## src/rtl/ofd_bank.sv

```systemverilog
// Parametrised output register bank: DEPTH-stage valid-tracked pipeline whose final
// stage (Q/QV) holds the last valid word and is the register intended for IOB packing.
module ofd_bank #(
    parameter int unsigned      WIDTH  = 5,
    parameter int unsigned      DEPTH  = 1,
    parameter logic [WIDTH-1:0] INIT   = '0,
    parameter logic [WIDTH-1:0] INVERT = '0
) (
    input  logic             CK,
    input  logic             CLR,
    input  logic             CE,
    input  logic             SR,
    input  logic             DV,
    input  logic [WIDTH-1:0] D,
    output logic [WIDTH-1:0] Q,
    output logic             QV
);

    if (WIDTH < 1 || WIDTH > 64) begin : g_bad_width
        $error("ofd_bank: WIDTH must be in 1..64");
    end
    if (DEPTH < 1 || DEPTH > 8) begin : g_bad_depth
        $error("ofd_bank: DEPTH must be in 1..8");
    end

    logic [WIDTH-1:0] stage_d_q [DEPTH];
    logic [WIDTH-1:0] stage_d_d [DEPTH];
    logic [DEPTH-1:0] stage_v_q;
    logic [DEPTH-1:0] stage_v_d;

    // Data registers only load behind a valid bit, so bubbles never disturb the
    // last valid word; INVERT is folded in only when entering the last stage.
    always_comb begin
        stage_d_d = stage_d_q;
        stage_v_d = stage_v_q;
        if (CE) begin
            if (SR) begin
                for (int unsigned i = 0; i < DEPTH; i++) begin
                    stage_d_d[i] = INIT;
                end
                stage_v_d = '0;
            end else begin
                stage_v_d[0] = DV;
                if (DV) begin
                    stage_d_d[0] = (DEPTH == 1) ? (D ^ INVERT) : D;
                end
                for (int unsigned i = 1; i < DEPTH; i++) begin
                    stage_v_d[i] = stage_v_q[i-1];
                    if (stage_v_q[i-1]) begin
                        stage_d_d[i] = (i == DEPTH - 1) ? (stage_d_q[i-1] ^ INVERT)
                                                        : stage_d_q[i-1];
                    end
                end
            end
        end
    end

    always_ff @(posedge CK or posedge CLR) begin
        if (CLR) begin
            for (int unsigned i = 0; i < DEPTH; i++) begin
                stage_d_q[i] <= INIT;
            end
            stage_v_q <= '0;
        end else begin
            stage_d_q <= stage_d_d;
            stage_v_q <= stage_v_d;
        end
    end

    assign Q  = stage_d_q[DEPTH-1];
    assign QV = stage_v_q[DEPTH-1];

endmodule
```

## config.mk

```make
export PLATFORM = sky130hd
export DESIGN_NAME = ofd_bank
export DESIGN_NICKNAME = d
export VERILOG_FILES = /design/src/rtl/ofd_bank.sv
export SDC_FILE = /design/constraint.sdc
export NUM_CORES = 1
export LEC_CHECK = 0
export BUFFER_PORTS_ARGS = -buffer_cell sky130_fd_sc_hd__buf_2
export CAP_MARGIN = 20
export CORE_AREA = 2 2 39 41
export CTS_CLUSTER_SIZE = 12
export DETAILED_ROUTE_END_ITERATION = 10
export DIE_AREA = 0 0 41 43
export HOLD_SLACK_MARGIN = 0.12
export SETUP_SLACK_MARGIN = 0.1
export SLEW_MARGIN = 0
export SYNTH_ARGS = -nofsm -noshare
export SYNTH_HDL_FRONTEND = slang
export SYNTH_SLANG_ARGS = --single-unit
```

## constraint.sdc

```tcl
create_clock -name CK -period 1 [get_ports CK]
set_input_delay 0.05 -clock CK [delete_from_list [all_inputs] [get_ports CK]]
set_output_delay 0.05 -clock CK [all_outputs]
set_load 0.05 [all_outputs]
```

* Yosys cells after proc, flatten, opt, wreduce, memory -nomap -nowiden
Index checks and enable logic that the tools add are counted.
Widths: inputs -> output; s select.
** Word-level totals
- Output and inout bits :: 6
- Flip-flop bits (word level) :: 6
- Memory bits (read-only) :: 0
- Memories kept :: 0
- Bits of input ports :: 10
- Word-level logic and storage cells :: 7
- Latch bits :: 0
- Bits in writable memories :: 0
** Cells by class
- Shifts and indexed selects :: 0
- Add/sub/neg operators :: 0
- Bitwise logic cells :: 0
- $lt $le $gt $ge :: 0
- Div/mod/pow operators :: 0
- Multiplexer cells :: 3
- Equality and inequality tests :: 0
- Reduce and logical (&&, ||, !) cells :: 2
- Multipliers :: 0
** Operators with widths (count)
- $mux 5 :: 2
- $reduce_and 2->1 :: 1
- $reduce_bool 2->1 :: 1
- $mux 1 :: 1

* Depth between registers and ports, before layout
Gate-level depths: netlist of run 1.
- Depth in word-level cells :: 2
- Mapped depth :: 2
- Depth with buffers taken out :: 2

* Worst setup path after synthesis of run 1
OpenSTA, ideal clock, no wires.
- Path type :: flip-flop to flip-flop
- From :: reg, netlist name Q[0]
- To :: reg stage_d_q, in the netlist Q[0]
- Stages on the path, launching flop included :: 3
- Library setup time :: 90 ps
- Arrival :: 1059 ps
- Period minus slack after synthesis :: 1149 ps
- Slack :: -149 ps
- Path buffers :: 0
- Required time :: 910 ps
- Cell sequence :: dfrtp_1 > or3b_1 > o221ai_1
** RTL lines
- to (signal assigned) :: line 65 : stage_d_q <= stage_d_d;
- to (decl) :: line 26 : logic [WIDTH-1:0] stage_d_q [DEPTH];

* Worst setup path after layout of run 1
- From :: reg stage_d_q, in the netlist Q[2]
- To :: out Q[2]
** RTL lines
- to (decl) :: line 15 : output logic [WIDTH-1:0] Q,
No word-level cell between the ends.

==> qor.yml, run 1 <==
run_status:
  outcome: "finished clean"
grt:
  grt_max_degree: 8
  grt_use_met3_pct: 4.71
  grt_usage_pct: 8.18
  grt_most_used_layer: "met2"
  antenna_found_initial: 0
  grt_pass1_vias: 228
  grt.overflow.total: 0
  grt_util_met2_pct: 10.0
  globalRouteMet1Util_pct: 9.18
  grt_pass1_wl_um: 890
yosys:
  yosysSeqAreaShare_pct: 57.1
  synth_area_per_cell_um2: 11.9
  synth_top_area_share_pct: 57.1
  yosysWarnings: 0
  synth_area_leader_cell: "dfrtp_1"
  ys_ff_latch: 6
  syn_nets: 32
  synthCells: 22
  synthesis.area_um2: 263
  synth_area_leaders: "dfrtp_1, a22o_1, o221ai_1"
  ys_types: 9
layout:
  final_nets: 57
  layout_commonest_cell: "buf_2"
  utilization_pct: 33.7
  drive_gt1_share_pct: 60.0
  syn_to_final_growth_pct: 77.6
  n_antenna_cell: 0
  final_cell_mix: "buf_2, dfrtp_2, dlygate4sd3_1, inv_1, buf_4"
setup_path:
  crit_chain: "buf_4"
  startpoint: "Q[2]"
  worstRegToRegCells: 2
  path_delay_family: "flip-flops"
  worstSetupPathDepth: 1
  cp_slowest_stage_delay_ns: 0.40
  critical_path_buf_inv_count: 1
  endpoint_kind: "primary output"
  critPathKind: "reg -> out"
  cp_slowest_cell: "dfrtp_2"
  worstReg2RegEnd: "Q[0]"
  timing.rr.start: "Q[0]"
  worst_setup_path_start_kind: "flop"
  worst_ep_arrival_time_ns: 0.83
  crit_required_ns: 0.95
  path_max_fanout: 2
  regToRegSetupSlack_ns: 0.12
  crit_path_end: "Q[2]"
clock_network:
  insertion_delay_ns: 0.24
  clock-sinks: 6
  clkSlewWorstSetupHoldPaths_ns: 0.05
  cts_tree: "done"
  root_buffer: "clkbuf_4"
  numCtsBuffers: 3
  cts.path.max_buffers: 2
  h-tree-depth: 1
drt:
  drt_iter0_drc: 2
  via_count: 254
  wl_per_cell_um: 10.3
  wl_um: 628
  first_pass_iters: 2
  routed_via_density: 4.16
  drc: 0
  ant_nets: 0
timing:
  worst_hold_slack_ns: 0.111
  finalClockSkew_ns: 0
  finalCritPeriodShare_pct: 88.4
  maxSlewViolCount: 0
  worst_pin_slew_ns: 0.347
  max-slew-margin-rel_pct: 76.7
  hold_viol: 0
  layout_min_cycle_time_ns: 0.884
  setup_viol: 0
  rsz0062_at_grt: "yes"
  fmax_mhz: 1130
floorplanning:
  rows: 14
  core_area_um2: 1380
  start_util_pct: 19.0
  die_h_um: 43
  die_w_um: 41
  pin_count: 16
  dieArea_um2: 1760
run:
  max_cap_violations: 0
place:
  hpwl_um: 448
  io_buffers: 15
  place_congestion: 0.586
min_path:
  worstHoldStart: "CE"
  worstHoldPathType: "in -> reg"
pwr:
  max-vdd-ir-drop_mv: 0.449
  leakage_nw: 0.223
  p_per_area_nw_per_um2: 1540
## stage by stage
stage | std cells | area, um^2 | total power (W) | setup WS [ns] | setup TNS (ns)
after floorplan | 22 | 270 | 0.000400 | -0.0249 | -0.0497
final | 61 | 467 | 0.000717 | 0.116 | 0
after CTS | 61 | 453 | 0.000714 | 0.105 | 0
after global placement | 53 | 365 | 0.000453 | 0.145 | 0
after detailed placement | 53 | 365 | 0.000455 | 0.142 | 0
after global routing | 61 | 467 | 0.000745 | 0.0908 | 0
## logic make-up after synthesis
kind of cell,synth area share (%)
compound gates,21.9
buf+inv,5.71
flops,57.1
simple gates,15.2
## state kept, by name, indices dropped and copies added (netlist names)
register and count:
Q 5, QV 1
## cell type report
| cell class | instances | area, um^2 |
|---|---|---|
| fill | 146 | 917 |
| sequential | 6 | 158 |
| timing repair buffer | 20 | 148 |
| multi-input combinational | 12 | 104 |
| clock buffer | 3 | 22.5 |
| tap | 16 | 20.0 |
| inverter | 4 | 15.0 |
## metal layers
| metal | wire [um] | vias to the layer above |
|---|---|---|
| li1 | - | 129 |
| met1 | 283 | 119 |
| met2 | 321 | 4 |
| met3 | 12 | 2 |
| met4 | 10 | 0 |
| met5 | 0 | - |
## how the worst min path moves through the flow
stage	endpoint	cells past startpoint	slack, ns
floorplan	QV	1	-0.16
global placement	QV	2	-0.02
detailed placement	QV	2	-0.03
CTS	Q[0]	2	0.13
global route	Q[1]	2	0.12
finish	Q[1]	2	0.11
## cell usage after synthesis
master and number:
a21o_2 1, a22o_1 3, and3b_4 1, dfrtp_1 6, inv_1 4, nand3_1 2, o21ai_0 1, o221ai_1 2
or3b_1 2
## repair_timing
item                                    in CTS  in global routing
endpoints found under the setup margin       6                  4
cloned                                       0                  0
hold buffers                                 5                  0
gates resized for setup                      6                  3
endpoints found under the hold margin       11                  0
setup buffers                                0                  0
pin swaps                                    0                  0
## power by group
group	leakage, nW	switching [W]	internal, W	total, W
registers	0.0707	0.0000152	0.000269	0.000284
logic	0.139	0.000123	0.0000832	0.000206
clock network	0.0138	0.0000912	0.000136	0.000227
total	0.223	0.000229	0.000489	0.000717
Power figures use the tool's default switching activity.
==> run 2, diff against run 1 <==
BUFFER_PORTS_ARGS = not set   (was -buffer_cell sky130_fd_sc_hd__buf_2)
DONT_BUFFER_PORTS = 1   (was not set)
==> qor.yml, run 2 (synthesis gave the netlist of run 1 again) <==
layout:
  fin_cells: 54  # -11%
  final_nets: 50  # -12%
  largest_reg_flops: 5  # unchanged
  fillCellCount: 146  # unchanged
  drive_gt1_share_pct: 57.9  # -2.1 points
  utilization_pct: 32.2  # -1.5 points
  n_antenna_cell: 0  # unchanged
  syn_to_final_growth_pct: 69.5
  final_cell_mix: "dfrtp_2, buf_4, dlygate4sd3_1, inv_1"
run_status:
  outcome: "finished, violations left"
  failed_checks: "hold timing"
timing:
  hold_viol: 2  # +2
  maxSlewViolCount: 0  # unchanged
  rsz0062_at_grt: "yes"
  setup_viol: 0  # unchanged
  finalCritPeriodShare_pct: 89.4  # +1.0 points
  layout_min_cycle_time_ns: 0.894  # +0.0103 ns
  fmax_mhz: 1120  # -1.2%
  max-slew-margin-rel_pct: 79.1  # +2.5 points
  finalClockSkew_ns: 0  # unchanged
  worst_pin_slew_ns: 0.310  # -0.0364 ns
  worst_hold_slack_ns: -0.0840  # -0.195 ns
setup_path:
  cp_slowest_cell: "dfrtp_2"
  worst_ep_arrival_time_ns: 0.84  # about the same
  worst_setup_path_start_kind: "flop"
  critical_path_buf_inv_count: 1  # unchanged
  path_delay_family: "flip-flops"
  endpoint_kind: "primary output"
  cp_slowest_stage_delay_ns: 0.41  # about the same
  critPathKind: "reg -> out"
  crit_required_ns: 0.95  # about the same
  crit_chain: "buf_4"
  regToRegSetupSlack_ns: 0.11  # about the same
  path_max_fanout: 3  # +1
clock_network:
  cts_tree: "done"
  clock-sinks: 6  # unchanged
  numCtsBuffers: 3  # unchanged
  clkSlewWorstSetupHoldPaths_ns: 0.04  # about the same
  cts_hold_buf: 5  # unchanged
  h-tree-depth: 1  # unchanged
  insertion_delay_ns: 0.25  # about the same
  cts.path.max_buffers: 2  # unchanged
  root_buffer: "clkbuf_4"
pwr:
  leakage_nw: 0.201  # -10%
  p_per_area_nw_per_um2: 1600  # +4.0%
  max-vdd-ir-drop_mv: 0.316  # -30%
grt:
  grt_usage_pct: 10.6  # +2.4 points
  antenna_found_initial: 0  # unchanged
  grt.overflow.total: 0  # unchanged
  grt_max_degree: 8  # unchanged
  grt_pass1_wl_mm: 1.15  # +29%
  grt_pass1_vias: 279  # +22%
drt:
  ant_nets: 0  # unchanged
  first_pass_iters: 4  # +2
  wl_um: 718  # +14%
  drc: 0  # unchanged
  wl_per_cell_um: 13.3  # +29%
  via_count: 235  # -7.5%
  drt_iter0_drc: 4  # +2
  routed_via_density: 4.35  # +4.5%
place:
  place_congestion: 0.562  # -4.1%
  io_buffers: 0  # -15
  hpwl_um: 535  # +19%
  dp_cells: 44  # -17%
run:
  max_cap_violations: 0  # unchanged
floorplanning:
  pin_count: 16  # unchanged
  dieArea_um2: 1760  # unchanged
  rows: 14  # unchanged
  die_w_um: 41  # unchanged
  core_area_um2: 1380  # unchanged
  die_h_um: 43  # unchanged
  start_util_pct: 19.0  # unchanged
min_path:
  worstHoldPathType: "in -> reg"
[run 2: changes by cell type in the layout (fill, tap and decap cells not counted), sizes merged]
cell | previous run | this run
buf | 15 | 8
[run 2: repair_timing]
action                                  4_1_cts  5_1_grt
buffers inserted                              2        0
endpoints found under the hold margin        12        2
endpoints found under the setup margin        2        6
resized for setup                             1        4
[run 2: final cells by class]
cell class,count,area [um^2],area share (%)
sequential,6,158,35.4
timing repair buffer,13,118,26.4
multi-input combinational,12,113,25.3
clock buffer,3,22.5,5.06
tap,16,20.0,4.49
inverter,4,15.0,3.37
[run 2: final timing paths]
| path | start | end | cells past startpoint |
|---|---|---|---|
| max | Q[0] | Q[0] | 1 |
| min | SR | Q[1] | 1 |
| max reg2reg | Q[0] | Q[0] | 2 |
| min reg2reg | QV | QV | 1 |
| max in group asynchronous | CLR | Q[2] | 2 |
| min in group asynchronous | CLR | QV | 2 |
[run 2: power breakdown]
group          leakage [nW]  switching (W)  total (W)  internal [W]
sequential           0.0707      0.0000158   0.000285      0.000270
combinational         0.116       0.000118   0.000203     0.0000850
clock                0.0138      0.0000880   0.000224      0.000136
[run 2: per-stage QoR]
stage	total power [W]	setup TNS (ns)	cell area [um^2]	setup WS [ns]
detailed placement	0.000448	0	335	0.104
floorplan	0.000400	-0.0497	270	-0.0249
finish	0.000712	0	445	0.106
global route	0.000743	0	445	0.0804
CTS	0.000697	0	429	0.103
global placement	0.000441	0	335	0.157
[run 2: per-layer routing]
metal	vias up	share of wire, %	track usage [%]	routed length (um)
met5	-	0	0	0
met4	0	1.9	12.0	14
met3	2	1.5	3.14	11
met2	4	65	17.2	466
met1	116	31	8.55	225
li1	113	-	-	-
==> run 3, diff against run 2 <==
MAX_ROUTING_LAYER = met4   (was not set)
clock period = 0.8 ns   (was 1 ns; I/O delays follow)
==> qor.yml, run 3 (synthesis gave the netlist of run 1 again) <==
timing:
  worst_hold_slack_ns: -0.0965  # -0.0124 ns
  setup_viol: 11  # +11
  finalClockSkew_ns: 0  # unchanged
  finalCritPeriodShare_pct: 115
  layout_min_cycle_time_ns: 0.918
  maxSlewViolCount: 0  # unchanged
  fmax_mhz: 1090
  worst_pin_slew_ns: 0.357  # +0.0470 ns
  finalSetupTns_ns: -0.647  # -0.647 ns
  fin_ws_ns: -0.118  # -0.224 ns
  max-slew-margin-rel_pct: 75.9  # -3.2 points
  rsz0062_at_grt: "yes"
  hold_viol: 2  # unchanged
pwr:
  power.internal_w: 0.000643  # +31%
  leakage_nw: 0.218  # +8.3%
  max-vdd-ir-drop_mv: 1.11  # +250%
  p_seq_share_pct: 39.2  # -0.9 points
  p_sw_share_pct: 31.1  # about the same
  p_sw_w: 0.000291  # +31%
  p_per_area_nw_per_um2: 1890  # +18%
  pwr-share-comb_pct: 30.4  # +1.9 points
  clock_power_share_pct: 30.4  # -1.0 points
floorplanning:
  core_area_um2: 1380  # unchanged
  start_util_pct: 19.0  # unchanged
  die_w_um: 41  # unchanged
  pin_count: 16  # unchanged
  rows: 14  # unchanged
  dieArea_um2: 1760  # unchanged
  die_h_um: 43  # unchanged
run_status:
  failed_checks: "hold timing, setup timing"
  outcome: "finished, violations left"
clock_network:
  numCtsBuffers: 3  # unchanged
  h-tree-depth: 1  # unchanged
  root_buffer: "clkbuf_4"
  cts.path.max_buffers: 2  # unchanged
  cts_tree: "done"
  clock-sinks: 6  # unchanged
  clkSlewWorstSetupHoldPaths_ns: 0.04  # about the same
  insertion_delay_ns: 0.24  # about the same
  cts_hold_buf: 5  # unchanged
setup_path:
  worst_setup_path_start_kind: "flop"
  cp_slowest_cell: "or3b_4"
  startpoint: "Q[1]"
  worst_ep_arrival_time_ns: 1.08  # +0.24 ns
  endpoint_kind: "flop"
  critPathKind: "reg -> reg"
  crit_required_ns: 0.96  # about the same
  path_max_fanout: 3  # unchanged
  crit_chain: "or3b_4 -> o221ai_2"
  timing.rr.start: "Q[1]"
  cp_slowest_stage_delay_ns: 0.39  # -0.02 ns
layout:
  largest_reg_flops: 5  # unchanged
  final_nets: 51  # +2.0%
  drive_gt1_share_pct: 61.5  # +3.6 points
  n_antenna_cell: 0  # unchanged
  syn_to_final_growth_pct: 87.6
  final_cell_area_um2: 493  # +11%
  fillCellCount: 143  # -2.1%
  final_cell_mix: "dfrtp_2, buf_6, dlygate4sd3_1, inv_1"
  utilization_pct: 35.6  # +3.4 points
drt:
  drc: 0  # unchanged
  wl_per_cell_um: 14.8  # +11%
  via_count: 252  # +7.2%
  routed_via_density: 4.58  # +5.3%
  drt_iter0_drc: 4  # unchanged
  wl_um: 814  # +13%
  first_pass_iters: 2  # -2
  ant_nets: 0  # unchanged
grt:
  grt_max_degree: 8  # unchanged
  antenna_found_initial: 0  # unchanged
  grt_pass1_vias: 287  # +2.9%
  grt_pass1_wl_mm: 1.25  # +8.3%
  grt_usage_pct: 12.0  # +1.3 points
  grt.overflow.total: 0  # unchanged
min_path:
  worstHoldStart: "SR"
  worstHoldPathType: "in -> reg"
place:
  place_congestion: 0.724  # +29%
  placed_area_um2: 335  # unchanged
  io_buffers: 0  # unchanged
run:
  max_cap_violations: 0  # unchanged
==> run 3: cell count changes in the layout (fill, tap and decap cells not counted) <==
cell    change
or3b_1      -1
buf_6       +4
buf_4       -6
or3b_4      +1
buf_8       +3
==> run 3: repair_timing <==
| action | CTS | global route |
|---|---|---|
| buffers inserted | 1 | 2 |
| hold endpoints to repair | 12 | 3 |
| resized for setup | 7 | 9 |
| endpoints found under the setup margin | 10 | 12 |
==> run 3: power groups by stage <==
stage	registers, W	logic (W)	clock network, W
floorplan	0.000455	0.0000453	0
global placement	0.000356	0.000195	0
global route	0.000369	0.000301	0.000332
finish	0.000366	0.000284	0.000284
detailed placement	0.000361	0.000201	0
CTS	0.000362	0.000246	0.000296
==> run 3: worst paths after layout <==
path,end,slack [ns],depth (start not counted)
hold reg to reg,QV,0.51,1
setup reg to reg,Q[1],-0.12,2
setup / recovery,Q[1],-0.12,2
hold / removal,Q[1],-0.1,1
max in group asynchronous,Q[1],0.42,2
min in group asynchronous,Q[3],0.16,2
==> run 3: area by class of cell <==
class / instances / area, um^2 / area share, %
timing repair buffer: 14 / 163 / 33.0
sequential: 6 / 158 / 32.0
multi-input combinational: 12 / 115 / 23.4
clock buffer: 3 / 22.5 / 4.57
tap: 16 / 20.0 / 4.06
inverter: 4 / 15.0 / 3.05
==> run 3: per-stage QoR <==
step	worst slack [ns]	power [W]	instances	hold WS, ns
2_1_floorplan	-0.225	0.000500	22	-0.169
3_3_place_gp	-0.0432	0.000551	44	-0.151
3_5_place_dp	-0.0921	0.000562	44	-0.132
4_1_cts	-0.114	0.000904	53	-0.0817
5_1_grt	-0.153	0.00100	55	-0.106
6_report	-0.118	0.000934	55	-0.0965
==> run 3: worst max-delay path: cells and delay by family, from the launching register on <==
kind            cells  cell delay [ns]
simple gates        1             0.39
flops               1             0.38
compound gates      1             0.06
==> run 3: layer usage <==
| metal | global-route usage [%] | up-vias | share of wire [%] | wire length (um) |
|---|---|---|---|---|
| met5 | - | - | 0 | 0 |
| met4 | 4.00 | 0 | 0 | 0 |
| met3 | 9.95 | 0 | 13 | 103 |
| met2 | 17.2 | 19 | 49 | 402 |
| met1 | 11.7 | 118 | 38 | 308 |
| li1 | - | 115 | - | - |
